File: config.mk
export PLATFORM = sky130hd
export DESIGN_NAME = burst_mem_responder
export DESIGN_NICKNAME = d
export VERILOG_FILES = /design/src/rtl/burst_mem_responder.sv
export SDC_FILE = /design/constraint.sdc
export NUM_CORES = 2
export LEC_CHECK = 0
export CORE_MARGIN = 4
export CORE_UTILIZATION = 44
export DETAILED_ROUTE_END_ITERATION = 10
export HOLD_SLACK_MARGIN = 0.12
export PLACE_DENSITY = 0.7
export SLEW_MARGIN = 20
export SYNTH_ARGS = -nofsm -noshare
export SYNTH_HDL_FRONTEND = slang
export SYNTH_MEMORY_MAX_BITS = 65536
export SYNTH_SLANG_ARGS = --single-unit
File: constraint.sdc
create_clock -name clk -period 18.4 [get_ports clk]
set_input_delay 1.84 -clock clk [delete_from_list [all_inputs] [get_ports clk]]
set_output_delay 1.84 -clock clk [all_outputs]
set_load 0.03 [all_outputs]
File: src/rtl/burst_mem_responder.sv
`default_nettype none
// +--------------------------------------------------------------------------+
// | burst_mem_responder: bmem responder with a line array, 4-beat write      |
// | bursts and a queued, fixed-latency 4-beat read return path.              |
// | Revision: 1.0                                                            |
// +--------------------------------------------------------------------------+
module burst_mem_responder #(
  parameter int LINES   = 16,
  parameter int LATENCY = 4,
  parameter int QDEPTH  = 4
) (
  input  logic        clk,
  input  logic        rst,
  input  logic [31:0] bmem_addr,
  input  logic        bmem_read,
  input  logic        bmem_write,
  input  logic [63:0] bmem_wdata,
  output logic        bmem_ready,
  output logic [31:0] bmem_raddr,
  output logic [63:0] bmem_rdata,
  output logic        bmem_rvalid,
  output logic        proto_err
);

  localparam int           IDXW        = $clog2(LINES);
  localparam int           QAW         = $clog2(QDEPTH);
  localparam logic [3:0]   WAIT_CYCLES = 4'(LATENCY - 2);
  localparam logic [QAW:0] QFULL       = (QAW + 1)'(QDEPTH);

  typedef enum logic [1:0] {W_IDLE = 2'd0, W1 = 2'd1, W2 = 2'd2, W3 = 2'd3} wstate_e;
  typedef enum logic [1:0] {R_IDLE = 2'd0, R_WAIT = 2'd1, R_BURST = 2'd2} rstate_e;

  wstate_e         w_state_q;
  logic [IDXW-1:0] w_idx_q;
  logic            err_q;
  logic            alive_q;

  rstate_e         r_state_q;
  logic [3:0]      wait_q;
  logic [1:0]      beat_q;
  logic [31:0]     raddr_q;

  logic [31:0]     q_mem_q [QDEPTH];
  logic [QAW-1:0]  q_wr_q;
  logic [QAW-1:0]  q_rd_q;
  logic [QAW:0]    q_cnt_q;

  logic [63:0]     mem_q [LINES*4];

  logic            w_accept;
  logic            w_cont;
  logic            r_push;
  logic            r_pop;
  logic            err_d;
  logic            mem_we;
  logic [IDXW+1:0] mem_waddr;
  logic [IDXW+1:0] mem_raddr;

  assign bmem_ready  = alive_q && (q_cnt_q < QFULL) && (w_state_q == W_IDLE);
  assign w_accept    = bmem_write & bmem_ready;
  assign w_cont      = (w_state_q != W_IDLE) & bmem_write;
  // A write wins over a simultaneous read; the read is simply not queued.
  assign r_push      = bmem_read & ~bmem_write & bmem_ready;
  assign r_pop       = (r_state_q == R_IDLE) && (q_cnt_q != '0);
  assign err_d       = (bmem_read & bmem_write & bmem_ready)
                     | ((w_state_q != W_IDLE) & ~bmem_write);

  // The write FSM state doubles as the beat number of the incoming word.
  assign mem_we      = w_accept | w_cont;
  assign mem_waddr   = w_accept ? {bmem_addr[5 +: IDXW], 2'd0} : {w_idx_q, w_state_q};
  assign mem_raddr   = {raddr_q[5 +: IDXW], beat_q};

  assign bmem_rvalid = (r_state_q == R_BURST);
  assign bmem_rdata  = bmem_rvalid ? mem_q[mem_raddr] : '0;
  assign bmem_raddr  = raddr_q;
  assign proto_err   = err_q;

  always_ff @(posedge clk) begin
    if (mem_we) mem_q[mem_waddr] <= bmem_wdata;
  end

  always_ff @(posedge clk) begin
    if (r_push) q_mem_q[q_wr_q] <= bmem_addr;
  end

  always_ff @(posedge clk or negedge rst) begin
    if (!rst) begin
      w_state_q <= W_IDLE;
      w_idx_q   <= '0;
      err_q     <= 1'b0;
      alive_q   <= 1'b0;
    end else begin
      alive_q <= 1'b1;
      err_q   <= err_d;
      case (w_state_q)
        W_IDLE: if (w_accept) begin
          w_idx_q   <= bmem_addr[5 +: IDXW];
          w_state_q <= W1;
        end
        W1:      w_state_q <= bmem_write ? W2 : W_IDLE;
        W2:      w_state_q <= bmem_write ? W3 : W_IDLE;
        default: w_state_q <= W_IDLE;
      endcase
    end
  end

  always_ff @(posedge clk or negedge rst) begin
    if (!rst) begin
      q_wr_q  <= '0;
      q_rd_q  <= '0;
      q_cnt_q <= '0;
    end else begin
      if (r_push) q_wr_q <= q_wr_q + 1'b1;
      if (r_pop)  q_rd_q <= q_rd_q + 1'b1;
      case ({r_push, r_pop})
        2'b10:   q_cnt_q <= q_cnt_q + 1'b1;
        2'b01:   q_cnt_q <= q_cnt_q - 1'b1;
        default: q_cnt_q <= q_cnt_q;
      endcase
    end
  end

  // The pop cycle counts as the first latency cycle, so WAIT holds LATENCY-2.
  always_ff @(posedge clk or negedge rst) begin
    if (!rst) begin
      r_state_q <= R_IDLE;
      wait_q    <= '0;
      beat_q    <= '0;
      raddr_q   <= '0;
    end else begin
      case (r_state_q)
        R_IDLE: if (r_pop) begin
          raddr_q <= q_mem_q[q_rd_q] & 32'hFFFF_FFE0;
          beat_q  <= '0;
          if (WAIT_CYCLES == 4'd0) begin
            r_state_q <= R_BURST;
          end else begin
            wait_q    <= WAIT_CYCLES;
            r_state_q <= R_WAIT;
          end
        end
        R_WAIT: begin
          if (wait_q == 4'd1) r_state_q <= R_BURST;
          else                wait_q    <= wait_q - 4'd1;
        end
        R_BURST: begin
          beat_q <= beat_q + 2'd1;
          if (beat_q == 2'd3) r_state_q <= R_IDLE;
        end
        default: r_state_q <= R_IDLE;
      endcase
    end
  end

endmodule
`default_nettype wire

==> results.sh <==
export IMPL_detail_route_wl_per_cell_um=35.8
export IMPL_synth_edf_count=4204
export IMPL_power_leakage_nw=55.4
export IMPL_numPortBuffers=188
export IMPL_setup_tns_ns=0
export IMPL_seq_area_frac_synth=0.791
export IMPL_dieHeight_um=613
export IMPL_power_density_mw_per_mm2=126
export IMPL_vias=81200
export IMPL_path_class="register to output port"
export IMPL_worstHoldPathType="register to register"
export IMPL_relSlewSlack=0.201
export IMPL_yosys_most_used_dff="edfxtp_1"
export IMPL_floorplan_die_area_mm2=0.376
export IMPL_globalRouteMet1Util=0.314
export IMPL_yosys_warnings=0
export IMPL_cts_tree="done"
export IMPL_finalWorstPathRequiredPeriod_ns=9.01
export IMPL_grt_pass1_wl_um=632000
export IMPL_top_level_ports=199
export IMPL_gp_congestion=0.795
export IMPL_clock_insertion_delay_worst_skew_ns=0.95
export IMPL_crit_path_start_kind="register"
export IMPL_final_cell_area_mm2=0.182
export IMPL_clock_sink_count=4254
export IMPL_floorplan_die_width_um=613
export IMPL_gr_usage_all_layers=0.239
export IMPL_grt_util_met3=0.0518
export IMPL_ant_nets=0
export IMPL_drt_initial_drc_count=12200
export IMPL_drc_errors=0
export IMPL_placed_area_mm2=0.169
export IMPL_synth_area_per_cell_um2=22.6
export IMPL_num_nets_final=7657
export IMPL_cts_buffers_inserted=399
export IMPL_synth_top_cells_by_area="edfxtp_1, mux4_2, mux2i_1"
export IMPL_maxCapViolCount=0
export IMPL_layout_area_overhead_vs_synth_pct=13.1
export IMPL_maxSlewViolCount=0
export IMPL_grt_antenna_before_repair=36
export IMPL_status="complete, no violations"
export IMPL_asyncSetResetFlopFracSynth=0.0118
export IMPL_max_clock_path_buffers=4
export IMPL_firstDrtPassIters=6
export IMPL_ys_ff_latch=4254
export IMPL_timing_reg2reg_worst_path_depth=8
export IMPL_netlist_area_before_placement_mm2=0.161
export IMPL_grt_max_degree=118
export IMPL_crit_fanout=117
export IMPL_ctsHtreeMaxLevel=5
export IMPL_synth_lib_cells_used_distinct=50
export IMPL_globalRouteMet2Util=0.386
export IMPL_cp_data_required_time_ns=16.56
export IMPL_post_cts_repair_setup_buffers=0
export IMPL_post_cts_resized_instances=0
export IMPL_global_route_peak_usage_layer="met2"
export IMPL_place_hpwl_um=238000
export IMPL_route_detailed_vias_per_inst=6.39
export IMPL_ctsHoldBuffers=0
export IMPL_worstMarginPinSlew_ns=1.20
export IMPL_synth_most_common_cell="edfxtp_1"
export IMPL_number_of_setup_violations_in_the_final_report=0
export IMPL_design_core_area_mm2=0.365
export IMPL_synthTopCellsByCount="edfxtp_1, mux4_2, mux2i_1"
export IMPL_synth_cells=7128
export IMPL_worst_setup_path_end_kind="output port"
export IMPL_clk_transition_reported_paths_ns=0.06
export IMPL_floorplan_rows=222
export IMPL_min_delay_path_depth=2
export IMPL_layout_cells_sized_above_1=0.240
export IMPL_report_final_hold_viol_count=0
export IMPL_synth_top_cell_by_area="edfxtp_1"
export IMPL_initial_utilization=0.441
export IMPL_fmaxAchievable_mhz=111
export IMPL_period_share=0.490
export IMPL_grt_pass1_vias=80300
export IMPL_ir_drop_mv=0.105
export IMPL_grt_ovfl_total=0
export IMPL_fin_clk_skew_ns=0.0825
export IMPL_cts_root_buf="clkbuf_16"
export IMPL_synth_largest_type_area_fraction=0.783
export IMPL_crit_arrival_ns=7.17
export IMPL_drt_total_wl_um=455000
export IMPL_rsz0062_at_grt="false"
==> cells by family after synthesis <==
logic type	share of synthesized area
simple gates	0.0113
buf+inv	0.0132
mux	0.154
flops	0.791
fa+ha+maj	0.000745
other cells	0.0000466
compound gates	0.0298
xor+xnor	0.000489
==> path summary, 6_finish.rpt <==
path	from	to	slack [ns]
worst min register to register	bmem_raddr[25]	bmem_raddr[25]	0.47
worst min-delay path	bmem_raddr[25]	bmem_raddr[25]	0.47
min in group asynchronous	rst	w_idx_q[3]	1.11
worst max register to register	w_state_q[0]	mem_q[18][47]	13.31
max in group asynchronous	rst	q_rd_q[0]	16.69
worst max-delay path	beat_q[0]	bmem_rdata[19]	9.39
==> critical path, stage by stage, from the launching register on <==
cell and delay [ns]:
dfrtp_4 0.53, buf_12 0.61, buf_12 0.65, buf_4 0.85
buf_4 0.91, mux2i_1 0.22, o22ai_1 0.22, o31ai_1 0.18
a21oi_1 0.48, o22a_1 0.31, clkdlybuf4s50_1 0.86
==> cell usage in the layout (no fill, tap or decap), types with 19 or more instances in the layout <==
cell / n
mux2i_1: 375
nor2_4: 56
clkbuf_1: 87
buf_4: 239
clkinv_1: 82
clkbuf_16: 409
nor2_1: 144
nor3_1: 56
diode_2: 22
a221oi_1: 19
mux4_2: 932
bufinv_16: 43
nand2_1: 88
clkdlybuf4s50_1: 127
a22oi_1: 49
o22a_1: 64
o21ai_0: 66
edfxtp_1: 4204
o22ai_1: 236
dfrtp_1: 45
o31ai_1: 58
buf_2: 51
o221ai_1: 77
a21oi_1: 61
o211ai_1: 49
clkinv_2: 67
==> per-layer routing <==
metal,vias to the layer above,part of all wire
met1,43200,0.35
met5,-,0.00010
met4,6,0.051
li1,31200,-
met3,1075,0.12
met2,5750,0.49
==> registers in the layout (all words and copies together) (netlist names) <==
| register | cells |
|---|---|
| w_state_q | 2 |
| q_wr_q | 2 |
| q_rd_q | 2 |
| w_idx_q | 4 |
| beat_q | 2 |
| q_cnt_q | 3 |
| wait_q | 4 |
| bmem_raddr | 27 |
| proto_err | 1 |
| mem_q | 4096 |
| q_mem_q | 108 |
| r_state_q | 2 |
| alive_q | 1 |
==> power breakdown <==
group | leakage [nW] | internal (mW) | switching (mW)
Combinational | 10.7 | 1.33 | 2.51
Clock | 6.31 | 4.70 | 3.53
Sequential | 38.4 | 10.9 | 0.110
==> through the flow <==
step	total power [mW]	std cells	setup WS (ns)	hold slack [ns]	util
final	23.0	12700	9.39	0.473	0.499
after global routing	23.7	12700	8.91	0.513	0.499
after CTS	23.1	12700	9.25	0.478	0.499
after detailed placement	15.0	12000	10.21	0.464	0.463
after global placement	14.9	12000	10.25	0.468	0.463
after floorplan	13.4	7132	8.77	0.455	-
==> cell type report <==
type	count	area, um^2
Multi-Input combinational cell	2449	32200
Sequential cell	4254	128000
Tap cell	4816	6030
Timing Repair Buffer	428	3560
Clock inverter	230	2360
Inverter	16	65.1
Antenna cell	22	55.1
Fill cell	28000	183000
Clock buffer	499	10600
Power figures use the tool's default switching activity.
